### config.mk
export PLATFORM = sky130hd
export DESIGN_NAME = lock_entry_frontend
export DESIGN_NICKNAME = d
export VERILOG_FILES = /design/src/rtl/lock_entry_frontend.sv
export SDC_FILE = /design/constraint.sdc
export NUM_CORES = 1
export LEC_CHECK = 0
export BUFFER_PORTS_ARGS = -buffer_cell sky130_fd_sc_hd__clkbuf_2
export CAP_MARGIN = 10
export CORE_MARGIN = 2
export CORE_UTILIZATION = 61
export CTS_CLUSTER_DIAMETER = 80
export CTS_CLUSTER_SIZE = 28
export DETAILED_ROUTE_END_ITERATION = 10
export HOLD_SLACK_MARGIN = 0.05
export PLACE_DENSITY_LB_ADDON = 0.1
export REMOVE_ABC_BUFFERS = 1
export SETUP_SLACK_MARGIN = 0.05
export SKIP_CTS_REPAIR_TIMING = 1
export SLEW_MARGIN = 10
export SYNTH_ARGS = -nofsm -noshare
export SYNTH_HDL_FRONTEND = slang
export SYNTH_SLANG_ARGS = --single-unit
### constraint.sdc
create_clock -name clk -period 4.6 [get_ports clk]
set_input_delay 0.69 -clock clk [delete_from_list [all_inputs] [get_ports clk]]
set_output_delay 0.69 -clock clk [all_outputs]
set_load 0.03 [all_outputs]
### src/rtl/lock_entry_frontend.sv
// Input stage for the combination lock: synchronises ENTER and the switches, debounces
// the button and hands out one range-checked digit per press through a one-entry buffer.
module lock_entry_frontend #(
    parameter int DEBOUNCE_CYCLES = 50000,
    parameter int CNT_W           = 16
) (
    input  logic       clk,
    input  logic       rst,
    input  logic       key_n,
    input  logic [9:0] sw,
    input  logic       digit_ready,
    output logic       digit_valid,
    output logic [3:0] digit,
    output logic       digit_err,
    output logic       overrun,
    output logic [2:0] entry_count
);

    typedef enum logic [1:0] {
        IDLE,
        PRESS_WAIT,
        PRESSED,
        RELEASE_WAIT
    } state_t;

    localparam logic [CNT_W-1:0] CNT_LAST = CNT_W'(DEBOUNCE_CYCLES - 1);

    logic       key_p0, key_p1;
    logic [9:0] sw_p0, sw_p1;
    state_t     state;
    logic [CNT_W-1:0] cnt;
    logic       capture;
    logic       pop;
    logic [4:0] cap_word;

    // Values above 9 (any of the ten bits) are flagged and shown as 4'hF.
    function automatic logic [4:0] classify(input logic [9:0] v);
        if (v > 10'd9)
            return {1'b1, 4'hF};
        else
            return {1'b0, v[3:0]};
    endfunction

    function automatic logic [2:0] sat_inc(input logic [2:0] c);
        return (c == 3'd7) ? c : c + 3'd1;
    endfunction

    // Stage p0/p1: two-flop synchronisers, key resets to released.
    always_ff @(posedge clk or posedge rst) begin
        if (rst) begin
            key_p0 <= 1'b1;
            key_p1 <= 1'b1;
            sw_p0  <= '0;
            sw_p1  <= '0;
        end else begin
            key_p0 <= key_n;
            key_p1 <= key_p0;
            sw_p0  <= sw;
            sw_p1  <= sw_p0;
        end
    end

    assign capture  = (state == PRESS_WAIT) && !key_p1 && (cnt == CNT_LAST);
    assign pop      = digit_valid && digit_ready;
    assign cap_word = classify(sw_p1);

    // Debounce FSM on the synchronised key.
    always_ff @(posedge clk or posedge rst) begin
        if (rst) begin
            state <= IDLE;
            cnt   <= '0;
        end else begin
            case (state)
                IDLE: begin
                    if (!key_p1) begin
                        state <= PRESS_WAIT;
                        cnt   <= '0;
                    end
                end
                PRESS_WAIT: begin
                    if (key_p1)
                        state <= IDLE;
                    else if (cnt == CNT_LAST)
                        state <= PRESSED;
                    else
                        cnt <= cnt + 1'b1;
                end
                PRESSED: begin
                    if (key_p1) begin
                        state <= RELEASE_WAIT;
                        cnt   <= '0;
                    end
                end
                RELEASE_WAIT: begin
                    if (!key_p1)
                        state <= PRESSED;
                    else if (cnt == CNT_LAST)
                        state <= IDLE;
                    else
                        cnt <= cnt + 1'b1;
                end
                default: begin
                    state <= IDLE;
                    cnt   <= '0;
                end
            endcase
        end
    end

    // One-entry buffer; a pop in the same cycle frees the slot for a new capture.
    always_ff @(posedge clk or posedge rst) begin
        if (rst) begin
            digit_valid <= 1'b0;
            digit       <= 4'd0;
            digit_err   <= 1'b0;
            overrun     <= 1'b0;
            entry_count <= 3'd0;
        end else begin
            if (capture && (!digit_valid || pop)) begin
                digit_valid <= 1'b1;
                digit       <= cap_word[3:0];
                digit_err   <= cap_word[4];
            end else if (capture) begin
                overrun <= 1'b1;
            end else if (pop) begin
                digit_valid <= 1'b0;
            end
            if (pop)
                entry_count <= sat_inc(entry_count);
        end
    end

endmodule

==> After elaboration in Yosys (flattened, before gate mapping) <==
Index checks and enable logic that the tools add are counted.
{ "classes": {"add_sub_neg": 2, "mul": 0, "n_div": 0, "n_lt_le_gt_ge": 1, "n_eq_ne": 12, "shift": 0, "muxes": 17, "bitwise": 2, "n_reduce_logical": 14} }
{ "ops": {"columns": ["cell", "n"], "rows": [
  ["$mux 16", 5],
  ["$pmux 16 s4", 1],
  ["$add 16x1->16 const B", 1],
  ["$eq 16x16->1 const B", 1],
  ["$mux 2", 6],
  ["$gt 10x4->1 const B", 1],
  ["$ne 2x2->1 const B", 4],
  ["$pmux 2 s4", 1],
  ["$reduce_and 4->1", 2],
  ["$reduce_and 2->1", 3],
  ["$mux 5", 1],
  ["$eq 2x2->1 const B", 2],
  ["$logic_and 1x1->1", 4],
  ["$add 3x1->3 const B", 1],
  ["$eq 3x3->1 const B", 1],
  ["$mux 1", 3],
  ["$ne 3x2->1 const B", 1],
  ["$ne 3x3->1 const B", 1],
  ["$eq 2x1->1 const B", 1],
  ["$logic_not 1->1", 2],
  ["$logic_not 2->1", 1],
  ["$ne 2x1->1 const B", 1],
  ["$not 1->1", 2],
  ["$reduce_bool 2->1", 1],
  ["$logic_or 1x1->1", 1]
]} }
{ "word_totals": {"register_bits": 50, "latchBits": 0, "ramBits": 0, "mem_bits_ro": 0, "inputBits": 14, "out_inout_bits": 10, "word_cells": 59, "n_memories": 0} }

==> Longest topological paths before layout <==
Gate-level depths: netlist (run 1).
{ "logic_depth": {"depth_word": 6, "mapped_depth": 7, "mapped_depth_nobuf": 5} }

==> Worst setup path before layout (run 1) <==
No wires, ideal clock.
{ "synth_timing": {"path_kind": "flip-flop to flip-flop", "startpoint": "register cnt[0]", "endpoint": "register digit_err", "setup_ps": 128, "t_arrival_ps": 1781, "t_required_ps": 4472, "setup_slack_ps": 2691, "path_stages_with_launch": 8, "n_path_buf": 2, "period_less_slack_ps": 1909, "path_cell_list": "dfrtp_1 -> ha_1 -> and4_2 -> and4_1 -> buf_4 -> and3_4 -> buf_6 -> mux2_1"} }
{ "synth_between": {"elab_chain_len": 3} }
{ "synth_rtl": {"columns": ["element", "line_no", "source"], "rows": [
  ["from (decl)", "31", "logic [CNT_W-1:0] cnt;"],
  ["from (signal assigned)", "86", "cnt <= cnt + 1'b1;"],
  ["from (signal assigned)", "100", "cnt <= cnt + 1'b1;"],
  ["$eq 16x16->1", "63", "assign capture = (state == PRESS_WAIT) && !key_p1 && (cnt == CNT_LAST);"],
  ["$logic_and 1x1->1", "63", null],
  ["$logic_and 1x1->1", "119", "if (capture && (!digit_valid || pop)) begin"],
  ["to (signal assigned)", "122", "digit_err <= cap_word[4];"],
  ["to (decl)", "14", "output logic digit_err,"]
]} }
Every way passes these cells.
A chain may end at the register's enable or synchronous reset.

==> Worst setup path in the final report (run 1) <==
{ "layout_timing": {"startpoint": "register cnt[1]", "endpoint": "register digit_err"} }
The elaborated chain is that of the path after synthesis.

==> summary.json, run 1 <==
{
  "run_status": {
    "run_status": "finished clean"
  },
  "logic_synthesis": {
    "synth_seq_cells": 50,
    "synth.avg_cell_area_sq_um": 12.05,
    "asyncSetResetFlopFracSynth_pct": 100.0,
    "yosysUniqueCellTypes": 39,
    "synth_cells": 169,
    "synth-warning-count": 0,
    "ys_dominant_reg_cell": "sky130_fd_sc_hd__dfrtp_1",
    "seq_area_frac_synth_pct": 61.55,
    "largest_cells_by_area_after_synthesis": "sky130_fd_sc_hd__dfrtp_1 (59%), sky130_fd_sc_hd__xnor2_1 (3.0%), sky130_fd_sc_hd__dfstp_2 (2.6%)",
    "area_of_the_mapped_netlist_sq_um": 2037,
    "post-synth-top-count-cell": "sky130_fd_sc_hd__dfrtp_1",
    "yosysTopAreaCell": "sky130_fd_sc_hd__dfrtp_1",
    "synth_edf_count": 0,
    "synth_top_area_share_pct": 58.97,
    "synth.top_cells.by_count": "sky130_fd_sc_hd__dfrtp_1 (48), sky130_fd_sc_hd__nor2_1 (14), sky130_fd_sc_hd__nand2_1 (11)"
  },
  "worst_setup_path": {
    "end_kind": "flip-flop",
    "crit_arrival_ns": 2.26,
    "crit_type": "reg -> reg",
    "worstSetupStartpointType": "flip-flop",
    "worstPathRequired_ns": 4.85,
    "critical_path_peak_fanout": 8
  },
  "power_and_ir_drop": {
    "worst_ir_drop_vdd_uv": 232.9,
    "total_switching_power_uw": 169.0,
    "total_power_uw": 697.0,
    "power.internal_uw": 528.0,
    "power.density_cell_area_nw_per_um2": 313.7,
    "power.share.combinational_pct": 6.1,
    "leakagePower_nw": 0.9918,
    "seq_power_share_pct": 67.4,
    "power.clock.fraction_pct": 26.6,
    "sw_frac_of_total_pct": 24.25
  },
  "placed_design": {
    "port_buffers": 23,
    "dpl.hpwl_mm": 2.424,
    "place_congestion": 0.7699
  },
  "detailed_routing": {
    "route.detailed.vias_per_inst": 5.700,
    "drt_iter0_drc": 68,
    "drtAntennaViolNets": 0,
    "detail_route.wl_per_cell_um": 13.86,
    "post-route-drc-count": 0,
    "dr_total_vias": 1351,
    "drt-pass1-iter-count": 4,
    "postRouteWirelength_mm": 3.285
  },
  "global_route": {
    "via_count_of_the_first_global_routing_pass": 1344,
    "globalRouteOverflowTotal": 0,
    "grt_pass1_wl_mm": 5.685,
    "groute.usage.overall_pct": 21.22,
    "grt_max_degree": 51,
    "grt_antenna_before_repair": 0
  },
  "timing": {
    "layout_worst_path_cycle_share_pct": 43.67,
    "fin_setup_tns_ns": 0,
    "finClkSkew_ns": 0.01864,
    "max_clock_freq_ghz": 0.4978,
    "slew_headroom_pct": 34.69,
    "worst-slew-pin-transition_ns": 0.9782,
    "finalMaxSlewViolations": 0,
    "rsz_0062_raised_after_global_routing": "no",
    "setup_viol_count_final": 0,
    "hold_viol": 0,
    "timing.final.crit_period_ns": 2.009
  },
  "clock_network": {
    "numClockSinks": 50,
    "clk_path_buf_depth": 2,
    "cts.htree.levels": 2,
    "clkTransAtPathRegs_ns": 0.13,
    "cts_buffers": 5,
    "cts_tree": "yes",
    "clk_latency_ns": 0.36,
    "clockRootBuffer": "sky130_fd_sc_hd__clkbuf_4"
  },
  "die": {
    "floorplan.die.width_um": 61.79,
    "num_rows": 20,
    "coreArea_sq_um": 3103,
    "full_die_area_sq_um": 3817,
    "initial_utilization_pct": 65.65,
    "fp.dieH_um": 61.79,
    "top_level_ports": 24
  },
  "layout": {
    "drive_above_1_share_pct": 22.28,
    "synthToLayoutAreaGrowth_pct": 9.091,
    "nets": 210,
    "antennaDiodeCount": 0
  },
  "job": {
    "cap_violations": 0
  },
  "min_path": {
    "hold_path.class": "reg -> reg"
  }
}
## area by class of cell
cell class	count	area [sq um]
Timing Repair Buffer	23	115.1
Multi-Input combinational cell	103	708.2
Clock buffer	5	37.54
Sequential cell	50	1254
Fill cell	241	880.8
Tap cell	44	55.05
Inverter	10	37.54
Clock inverter	2	15.01
## worst max-delay path: stages, from the launching register on
cell and delay, ns:
sky130_fd_sc_hd__dfrtp_1 0.46, sky130_fd_sc_hd__ha_1 0.25, sky130_fd_sc_hd__and4_2 0.23, sky130_fd_sc_hd__and4_1 0.36
sky130_fd_sc_hd__and3_4 0.28, sky130_fd_sc_hd__mux2_1 0.33
## cells in the final DEF, fill, tap and decap left out, types with 3 or more instances in the layout
cell                       count
sky130_fd_sc_hd__o21ai_0       4
sky130_fd_sc_hd__dfrtp_1      48
sky130_fd_sc_hd__nor4_1        6
sky130_fd_sc_hd__nand3_1       4
sky130_fd_sc_hd__nand2_1      11
sky130_fd_sc_hd__xnor2_1       7
sky130_fd_sc_hd__or4_1         4
sky130_fd_sc_hd__nand4_1       6
sky130_fd_sc_hd__o31ai_1       4
sky130_fd_sc_hd__a21oi_1       7
sky130_fd_sc_hd__clkbuf_4      5
sky130_fd_sc_hd__o211ai_1      4
sky130_fd_sc_hd__nor2_1       14
sky130_fd_sc_hd__mux2i_1       5
sky130_fd_sc_hd__clkbuf_2     23
sky130_fd_sc_hd__inv_1         9
sky130_fd_sc_hd__ha_1          3
## per-stage QoR
stage               area (sq um)  utilization (%)  worst slack (ns)  hold WS (ns)  instances
global route                2222            71.61             2.469        0.3672        237
finish                      2222            71.61             2.591        0.3648        237
CTS                         2222            71.61             2.608        0.3684        237
global placement            2170            69.92             2.695        0.3339        230
floorplan                   1999                -             2.712        0.3312        163
detailed placement          2170            69.92             2.612        0.3372        230
## power by group through the flow
stage	Sequential (mW)	Combinational, mW	Clock (mW)
final	0.470	0.0422	0.185
after global routing	0.472	0.0481	0.216
after CTS	0.469	0.0435	0.194
after detailed placement	0.478	0.0434	0
after global placement	0.476	0.0410	0
after floorplan	0.481	0.0222	0
## registers in the layout, indices dropped and copies added, names as in the netlist, named ones only
register     cells
cnt             16
digit            4
digit_err        1
digit_valid      1
entry_count      3
key_p0           1
key_p1           1
overrun          1
state            1
sw_p0           10
sw_p1           10
## cell families (layout without fill, tap and decap cells)
family                   Yosys count  in the layout  synth area share (%)
AO/OA/AOI/OAI                     21             21                 6.450
XOR/XNOR                           8              8                 3.809
adder cells (fa/ha/maj)            3              3                 1.843
buffers and inverters             16             40                 3.685
flip-flops                        50             50                 61.55
multiplexers                       9              9                 4.668
AND/OR/NAND/NOR                   62             62                 18.00
## metal layers
metal / vias up / global-route usage (%) / wire [um]
li1: 641 / - / -
met1: 670 / 23.75 / 1308
met2: 36 / 36.84 / 1780
met3: 4 / 6.418 / 137
met4: 0 / 10.33 / 59
met5: - / 0 / 0
## path summary, 6_finish.rpt
kind	startpoint	to	slack [ns]	depth (start not counted)
hold / removal	sw_p0[3]	sw_p1[3]	0.36	0
max in group asynchronous	rst	cnt[2]	3.46	2
setup / recovery	cnt[1]	digit_err	2.59	5
setup reg to reg	cnt[1]	digit_err	2.59	5
hold reg to reg	sw_p0[3]	sw_p1[3]	0.36	0
min in group asynchronous	rst	sw_p0[4]	0.52	2
(Power assumes the default switching activity.)
==> run 2, diff against run 1 <==
--- a/config.mk
+++ b/config.mk
@@ -8,7 +8,7 @@
 export BUFFER_PORTS_ARGS = -buffer_cell sky130_fd_sc_hd__clkbuf_2
 export CAP_MARGIN = 10
 export CORE_MARGIN = 2
-export CORE_UTILIZATION = 61
+export CORE_UTILIZATION = 56
 export CTS_CLUSTER_DIAMETER = 80
 export CTS_CLUSTER_SIZE = 28
 export DETAILED_ROUTE_END_ITERATION = 10
==> constraint.sdc (replaced) <==
create_clock -name clk -period 1.9 [get_ports clk]
set_input_delay 0.285 -clock clk [delete_from_list [all_inputs] [get_ports clk]]
set_output_delay 0.285 -clock clk [all_outputs]
set_load 0.03 [all_outputs]
==> run 2 against run 1 <==
  * Routed wire length up 26%
  * Sequential share of layout area down 7.8 points
  * Via count up 11%
  * Register-to-register slack worse by 2.5 ns
  * Critical endpoint is now cnt[12]
  * Highest routed layer unchanged
==> summary.json, run 2 (synthesis results as in run 1) <==
{
  "detailed_routing": {
    "detail_route.wl_per_cell": {"value": 15.21, "unit": "um", "change": "was 13.86 um"},
    "post-route-drc-count": {"value": 0, "change": "unchanged"},
    "route.detailed.vias_per_inst": {"value": 5.495, "change": "was 5.700"},
    "drt_iter0_drc": {"value": 105, "change": "was 68"},
    "postRouteWirelength": {"value": 4.151, "unit": "mm", "change": "was 3.285 mm"},
    "drtAntennaViolNets": {"value": 0, "change": "unchanged"},
    "drt-pass1-iter-count": {"value": 4, "change": "unchanged"},
    "dr_total_vias": {"value": 1500, "change": "was 1,351"}
  },
  "global_route": {
    "globalRouteOverflowTotal": {"value": 0, "change": "unchanged"},
    "grt_antenna_before_repair": {"value": 0, "change": "unchanged"},
    "groute.usage.overall": {"value": 21.18, "unit": "%", "change": "was 21.22%"},
    "grt_max_degree": {"value": 31, "change": "was 51"},
    "grt_pass1_wl": {"value": 6.713, "unit": "mm", "change": "was 5.685 mm"},
    "via_count_of_the_first_global_routing_pass": {"value": 1439, "change": "was 1,344"}
  },
  "layout": {
    "largest_register_ff_count": {"value": 16, "change": "unchanged"},
    "mostFrequentLayoutCells": {"value": "sky130_fd_sc_hd__dfrtp_1 (47), sky130_fd_sc_hd__clkbuf_2 (23), sky130_fd_sc_hd__buf_4 (19)", "change": "was sky130_fd_sc_hd__dfrtp_1 (48), sky130_fd_sc_hd__clkbuf_2 (23), sky130_fd_sc_hd__nor2_1 (14)"},
    "stdcell_area": {"value": 2582, "unit": "sq um", "change": "was 2222 sq um"},
    "reg_top3": {"value": "cnt: 16 flops, sw_p0: 10 flops, sw_p1: 10 flops", "change": "unchanged"},
    "drive_above_1_share": {"value": 33.92, "unit": "%", "change": "was 22.28%"},
    "finish.cell_count_without_fillers": {"value": 273, "change": "was 237"},
    "layout.cells.most_common": {"value": "sky130_fd_sc_hd__dfrtp_1", "change": "unchanged"},
    "fill_cells": {"value": 226, "change": "was 241"},
    "nets": {"value": 243, "change": "was 210"},
    "antennaDiodeCount": {"value": 0, "change": "unchanged"},
    "final_util": {"value": 75.60, "unit": "%", "change": "was 71.61%"},
    "synthToLayoutAreaGrowth": {"value": 26.78, "unit": "%", "change": "was 9.091%"},
    "largest-register": {"value": "cnt", "change": "unchanged"}
  },
  "timing": {
    "setup_viol_count_final": {"value": 0, "change": "unchanged"},
    "finClkSkew": {"value": 0.01285, "unit": "ns", "change": "was 0.01864 ns"},
    "rsz_0062_raised_after_global_routing": {"value": "yes", "change": "was no"},
    "finalMaxSlewViolations": {"value": 0, "change": "unchanged"},
    "slew_headroom": {"value": 64.96, "unit": "%", "change": "was 34.69%"},
    "max_clock_freq": {"value": 0.5429, "unit": "GHz", "change": "was 0.4978 GHz"},
    "fin_worst_hold_slack": {"value": 0.2802, "unit": "ns", "change": "was 0.3648 ns"},
    "timing.final.crit_period": {"value": 1.842, "unit": "ns", "change": "was 2.009 ns"},
    "hold_viol": {"value": 0, "change": "unchanged"},
    "worst-slew-pin-transition": {"value": 0.5219, "unit": "ns", "change": "was 0.9782 ns"},
    "layout_worst_path_cycle_share": {"value": 96.95, "unit": "%", "change": "was 43.67%"}
  },
  "clock_network": {
    "clockRootBuffer": {"value": "sky130_fd_sc_hd__clkbuf_4", "change": "unchanged"},
    "numClockSinks": {"value": 50, "change": "unchanged"},
    "cts.htree.levels": {"value": 2, "change": "unchanged"},
    "clkTransAtPathRegs": {"value": 0.14, "unit": "ns", "change": "was 0.13 ns"},
    "clk_path_buf_depth": {"value": 2, "change": "unchanged"},
    "cts_tree": {"value": "yes", "change": "unchanged"},
    "clk_latency": {"value": 0.36, "unit": "ns", "change": "about the same"},
    "cts_buffers": {"value": 5, "change": "unchanged"}
  },
  "power_and_ir_drop": {
    "seq_power_share": {"value": 62.7, "unit": "%", "change": "was 67.4%"},
    "total_switching_power": {"value": 442.5, "unit": "uW", "change": "was 169.0 uW"},
    "total_power": {"value": 1.811, "unit": "mW", "change": "was 697.0 uW"},
    "power.clock.fraction": {"value": 27.9, "unit": "%", "change": "was 26.6%"},
    "power.internal": {"value": 1.369, "unit": "mW", "change": "was 528.0 uW"},
    "sw_frac_of_total": {"value": 24.43, "unit": "%", "change": "was 24.25%"},
    "leakagePower": {"value": 1.171, "unit": "nW", "change": "was 0.9918 nW"},
    "power.density_cell_area": {"value": 701.4, "unit": "nW/um^2", "change": "was 313.7 nW/um^2"},
    "power.share.combinational": {"value": 9.4, "unit": "%", "change": "was 6.1%"},
    "worst_ir_drop_vdd": {"value": 529.9, "unit": "uV", "change": "was 232.9 uV"}
  },
  "placed_design": {
    "port_buffers": {"value": 23, "change": "unchanged"},
    "place.detailed.instances": {"value": 245, "change": "was 230"},
    "dpl.hpwl": {"value": 2.702, "unit": "mm", "change": "was 2.424 mm"},
    "post_dp_cell_area": {"value": 2282, "unit": "sq um", "change": "was 2170 sq um"},
    "place_congestion": {"value": 0.8091, "change": "was 0.7699"}
  },
  "worst_setup_path": {
    "end_kind": {"value": "flip-flop", "change": "unchanged"},
    "r2r_slack": {"value": 0.06, "unit": "ns", "change": "was 2.59 ns"},
    "worstSetupStartpointType": {"value": "flip-flop", "change": "unchanged"},
    "crit_arrival": {"value": 2.14, "unit": "ns", "change": "was 2.26 ns"},
    "worstPathRequired": {"value": 2.20, "unit": "ns", "change": "was 4.85 ns"},
    "critical_path_peak_fanout": {"value": 5, "change": "was 8"},
    "crit_type": {"value": "reg -> reg", "change": "unchanged"}
  },
  "min_path": {
    "hold_path.class": {"value": "in -> reg", "change": "was reg -> reg"}
  },
  "die": {
    "fp.dieH": {"value": 64.31, "unit": "um", "change": "was 61.79 um"},
    "coreArea": {"value": 3416, "unit": "sq um", "change": "was 3103 sq um"},
    "full_die_area": {"value": 4136, "unit": "sq um", "change": "was 3817 sq um"},
    "floorplan.die.width": {"value": 64.31, "unit": "um", "change": "was 61.79 um"},
    "initial_utilization": {"value": 59.63, "unit": "%", "change": "was 65.65%"},
    "top_level_ports": {"value": 24, "change": "unchanged"},
    "num_rows": {"value": 21, "change": "was 20"}
  },
  "run_status": {
    "run_status": {"value": "finished clean", "change": "unchanged"}
  },
  "job": {
    "cap_violations": {"value": 0, "change": "unchanged"}
  }
}
-- run 2: cell count changes in the layout (fill, tap and decap cells not counted), moves of 2 or more --
cell,change
sky130_fd_sc_hd__buf_4,+19
sky130_fd_sc_hd__dlygate4sd3_1,+12
sky130_fd_sc_hd__a21oi_1,-3
sky130_fd_sc_hd__a21oi_2,+3
sky130_fd_sc_hd__or4_1,-3
sky130_fd_sc_hd__or4_4,+3
sky130_fd_sc_hd__mux2_1,-2
sky130_fd_sc_hd__mux2_4,+2
-- run 2: final cells by class --
cell class,count,area [sq um],share of cell area [%]
well taps,46,57.56,2.229
multi-input cells,103,759.5,29.41
clock inverters,2,12.51,0.4845
flip-flops and latches,50,1255,48.59
repair buffers,56,409.1,15.84
inverters,10,37.54,1.453
clock buffers,6,51.30,1.986
-- run 2: metal layers --
metal	up-vias	wire length (um)	GRT usage, %
li1	711	-	-
met1	758	1856	28.20
met2	26	2130	35.29
met3	5	125	4.754
met4	0	39	5.585
met5	-	0	0
-- run 2: path summary, 6_finish.rpt --
kind,startpoint,end,cells after the start
max,cnt[0],cnt[12],6
min,digit_ready,entry_count[0],3
max reg2reg,cnt[0],cnt[12],6
min reg2reg,sw_p0[5],sw_p1[5],0
max in group asynchronous,rst,overrun,4
min in group asynchronous,rst,state[0],3
-- run 2: power by group through the flow --
stage,clock (mW),combinational [mW],sequential (mW)
finish,0.506,0.170,1.14
detailed placement,0,0.124,1.15
CTS,0.523,0.124,1.13
floorplan,0,0.0537,1.16
global placement,0,0.118,1.15
global route,0.561,0.188,1.14
-- run 2: critical path, stage by stage (launching register included) --
cell and delay [ns]:
sky130_fd_sc_hd__dfrtp_1 0.40, sky130_fd_sc_hd__buf_4 0.13, sky130_fd_sc_hd__ha_4 0.15, sky130_fd_sc_hd__nand3_1 0.10, sky130_fd_sc_hd__or3_4 0.38, sky130_fd_sc_hd__or4_4 0.44
sky130_fd_sc_hd__a21oi_2 0.17
-- run 2: through the flow --
step	setup slack [ns]	setup TNS, ns
3_3_place_gp	0.1007	0
4_1_cts	-0.05333	-0.1291
6_report	0.05803	0
3_5_place_dp	-0.02696	-0.05565
2_1_floorplan	0.08004	0
5_1_grt	-0.01383	-0.01993
==> run 3, diff against run 2 <==
--- a/config.mk
+++ b/config.mk
@@ -8,7 +8,8 @@
 export BUFFER_PORTS_ARGS = -buffer_cell sky130_fd_sc_hd__clkbuf_2
 export CAP_MARGIN = 10
 export CORE_MARGIN = 2
-export CORE_UTILIZATION = 56
+export CORE_UTILIZATION = 64
+export CTS_BUF_LIST = sky130_fd_sc_hd__clkbuf_2 sky130_fd_sc_hd__clkbuf_4 sky130_fd_sc_hd__clkbuf_8
 export CTS_CLUSTER_DIAMETER = 80
 export CTS_CLUSTER_SIZE = 28
 export DETAILED_ROUTE_END_ITERATION = 10
==> constraint.sdc (replaced) <==
create_clock -name clk -period 2.3 [get_ports clk]
set_input_delay 0.345 -clock clk [delete_from_list [all_inputs] [get_ports clk]]
set_output_delay 0.345 -clock clk [all_outputs]
set_load 0.03 [all_outputs]
==> run 3 against run 2 <==
  * Cell count decreased by 8.8%
  * Worst setup slack improved by 0.23 ns
  * Hold slack got worse by 0.21 ns
  * Highest routed layer unchanged
  * Maximum frequency decreased by 8.5%
  * Largest power group unchanged
  * Cell area decreased by 8.8%
  * Utilization increased by 2.2 points
  * Die area decreased by 12%
  * Via count decreased by 9.9%
==> summary.json, run 3 (synthesis results as in run 1) <==
{
  "worst_setup_path": {
    "worstPathRequired": {"value": 2.56, "unit": "ns", "change": "was 2.20 ns"},
    "timing.rr.end": {"value": "digit_err", "change": "was cnt[12]"},
    "rr_startpoint": {"value": "cnt[0]", "change": "unchanged"},
    "r2r_slack": {"value": 0.29, "unit": "ns", "change": "was 0.06 ns"},
    "worstSetupStartpointType": {"value": "flip-flop", "change": "unchanged"},
    "critical_path_peak_fanout": {"value": 8, "change": "was 5"},
    "crit_arrival": {"value": 2.27, "unit": "ns", "change": "was 2.14 ns"},
    "rr_worst_depth": {"value": 5, "change": "was 6"},
    "crit_type": {"value": "reg -> reg", "change": "unchanged"},
    "end_kind": {"value": "flip-flop", "change": "unchanged"}
  },
  "clock_network": {
    "clk_path_buf_depth": {"value": 2, "change": "unchanged"},
    "cts_buffers": {"value": 5, "change": "unchanged"},
    "clockRootBuffer": {"value": "sky130_fd_sc_hd__clkbuf_4", "change": "unchanged"},
    "numClockSinks": {"value": 50, "change": "unchanged"},
    "cts_tree": {"value": "yes", "change": "unchanged"},
    "clkTransAtPathRegs": {"value": 0.15, "unit": "ns", "change": "was 0.14 ns"},
    "cts.htree.levels": {"value": 2, "change": "unchanged"},
    "clk_latency": {"value": 0.37, "unit": "ns", "change": "was 0.36 ns"}
  },
  "timing": {
    "fin_worst_hold_slack": {"value": 0.07427, "unit": "ns", "change": "was 0.2802 ns"},
    "hold_viol": {"value": 0, "change": "unchanged"},
    "finalMaxSlewViolations": {"value": 0, "change": "unchanged"},
    "rsz_0062_raised_after_global_routing": {"value": "no", "change": "was yes"},
    "layout_worst_path_cycle_share": {"value": 87.51, "unit": "%", "change": "was 96.95%"},
    "fin_ws": {"value": 0.2872, "unit": "ns", "change": "was 0.05803 ns"},
    "max_clock_freq": {"value": 0.4968, "unit": "GHz", "change": "was 0.5429 GHz"},
    "fin_setup_tns": {"value": 0, "unit": "ns", "change": "unchanged"},
    "worst-slew-pin-transition": {"value": 0.7539, "unit": "ns", "change": "was 0.5219 ns"},
    "timing.final.crit_period": {"value": 2.013, "unit": "ns", "change": "was 1.842 ns"},
    "finClkSkew": {"value": 0.01436, "unit": "ns", "change": "was 0.01285 ns"},
    "setup_viol_count_final": {"value": 0, "change": "unchanged"},
    "slew_headroom": {"value": 49.56, "unit": "%", "change": "was 64.96%"}
  },
  "layout": {
    "layout.cells.most_common": {"value": "sky130_fd_sc_hd__dfrtp_1", "change": "unchanged"},
    "antennaDiodeCount": {"value": 0, "change": "unchanged"},
    "stdcell_area": {"value": 2355, "unit": "sq um", "change": "was 2582 sq um"},
    "finish.cell_count_without_fillers": {"value": 249, "change": "was 273"},
    "largest-register": {"value": "cnt", "change": "unchanged"},
    "mostFrequentLayoutCells": {"value": "sky130_fd_sc_hd__dfrtp_1 (48), sky130_fd_sc_hd__clkbuf_2 (23), sky130_fd_sc_hd__nor2_1 (14)", "change": "was sky130_fd_sc_hd__dfrtp_1 (47), sky130_fd_sc_hd__clkbuf_2 (23), sky130_fd_sc_hd__buf_4 (19)"},
    "reg_top3": {"value": "cnt: 16 flops, sw_p0: 10 flops, sw_p1: 10 flops", "change": "unchanged"},
    "drive_above_1_share": {"value": 22.93, "unit": "%", "change": "was 33.92%"},
    "synthToLayoutAreaGrowth": {"value": 15.60, "unit": "%", "change": "was 26.78%"},
    "nets": {"value": 221, "change": "was 243"},
    "final_util": {"value": 77.77, "unit": "%", "change": "was 75.60%"},
    "largest_register_ff_count": {"value": 16, "change": "unchanged"}
  },
  "min_path": {
    "launch_point_of_the_worst_hold_path": {"value": "sw[4]", "change": "was digit_ready"},
    "hold_path.class": {"value": "in -> reg", "change": "unchanged"},
    "worstHoldPathCells": {"value": 1, "change": "was 3"},
    "hold_endpoint": {"value": "sw_p0[4]", "change": "was entry_count[0]"}
  },
  "placed_design": {
    "place.detailed.instances": {"value": 233, "change": "was 245"},
    "port_buffers": {"value": 23, "change": "unchanged"},
    "dpl.hpwl": {"value": 2.485, "unit": "mm", "change": "was 2.702 mm"},
    "dp_slack": {"value": 0.2993, "unit": "ns", "change": "was -0.02696 ns"},
    "place_congestion": {"value": 0.8251, "change": "was 0.8091"},
    "post_dp_cell_area": {"value": 2192, "unit": "sq um", "change": "was 2282 sq um"}
  },
  "detailed_routing": {
    "post-route-drc-count": {"value": 0, "change": "unchanged"},
    "dr_total_vias": {"value": 1351, "change": "was 1,500"},
    "drt_iter0_drc": {"value": 39, "change": "was 105"},
    "drtAntennaViolNets": {"value": 0, "change": "unchanged"},
    "route.detailed.vias_per_inst": {"value": 5.426, "change": "was 5.495"},
    "detail_route.wl_per_cell": {"value": 13.98, "unit": "um", "change": "was 15.21 um"},
    "drt-pass1-iter-count": {"value": 4, "change": "unchanged"},
    "postRouteWirelength": {"value": 3.480, "unit": "mm", "change": "was 4.151 mm"}
  },
  "global_route": {
    "groute.usage.overall": {"value": 20.98, "unit": "%", "change": "was 21.18%"},
    "globalRouteOverflowTotal": {"value": 0, "change": "unchanged"},
    "via_count_of_the_first_global_routing_pass": {"value": 1331, "change": "was 1,439"},
    "grt_max_degree": {"value": 25, "change": "was 31"},
    "grt_pass1_wl": {"value": 5.616, "unit": "mm", "change": "was 6.713 mm"},
    "grt_antenna_before_repair": {"value": 0, "change": "unchanged"}
  },
  "die": {
    "floorplan.die.width": {"value": 60.42, "unit": "um", "change": "was 64.31 um"},
    "num_rows": {"value": 20, "change": "was 21"},
    "initial_utilization": {"value": 67.27, "unit": "%", "change": "was 59.63%"},
    "coreArea": {"value": 3028, "unit": "sq um", "change": "was 3416 sq um"},
    "top_level_ports": {"value": 24, "change": "unchanged"},
    "fp.dieH": {"value": 60.42, "unit": "um", "change": "was 64.31 um"},
    "full_die_area": {"value": 3650, "unit": "sq um", "change": "was 4136 sq um"}
  },
  "power_and_ir_drop": {
    "power.density_cell_area": {"value": 654.4, "unit": "nW/um^2", "change": "was 701.4 nW/um^2"},
    "leakagePower": {"value": 1.054, "unit": "nW", "change": "was 1.171 nW"},
    "worst_ir_drop_vdd": {"value": 418.3, "unit": "uV", "change": "was 529.9 uV"},
    "total_power": {"value": 1.541, "unit": "mW", "change": "was 1.811 mW"}
  },
  "job": {
    "cap_violations": {"value": 0, "change": "unchanged"}
  },
  "run_status": {
    "run_status": {"value": "finished clean", "change": "unchanged"}
  }
}
run 3: critical path, stage by stage (launching register included):
cell and delay [ns]:
sky130_fd_sc_hd__dfrtp_1 0.45, sky130_fd_sc_hd__ha_1 0.25, sky130_fd_sc_hd__and4_2 0.23, sky130_fd_sc_hd__and4_1 0.37, sky130_fd_sc_hd__and3_4 0.29, sky130_fd_sc_hd__mux2_1 0.33
run 3: per-layer routing:
layer / GRT usage (%) / vias up / part of all wire [%]
met5: 0 / - / 0
met4: 7.453 / 0 / 1.4
met3: 5.544 / 4 / 3.4
met2: 38.51 / 25 / 54
met1: 23.55 / 653 / 41
li1: - / 669 / -
run 3: layout make-up:
cell class | instances | area [sq um]
tap | 44 | 55.05
inverter | 10 | 37.54
timing repair buffer | 34 | 217.7
sequential | 50 | 1254
clock inverter | 3 | 45.04
clock buffer | 5 | 37.54
fill | 208 | 673.1
multi-input combinational | 103 | 708.2
run 3: worst max path at each step:
| stage | start | endpoint | slack [ns] |
|---|---|---|---|
| floorplan | cnt[0] | digit_err | 0.48 |
| global placement | cnt[12] | digit_err | 0.40 |
| detailed placement | cnt[0] | digit[3] | 0.30 |
| CTS | cnt[0] | digit_err | 0.27 |
| global route | cnt[0] | digit_err | 0.11 |
| finish | cnt[0] | digit_err | 0.29 |
run 3: where the power goes:
group,switching (mW),total [mW],internal (mW)
clock,0.274,0.502,0.228
combinational,0.0586,0.0999,0.0413
sequential,0.0252,0.939,0.913
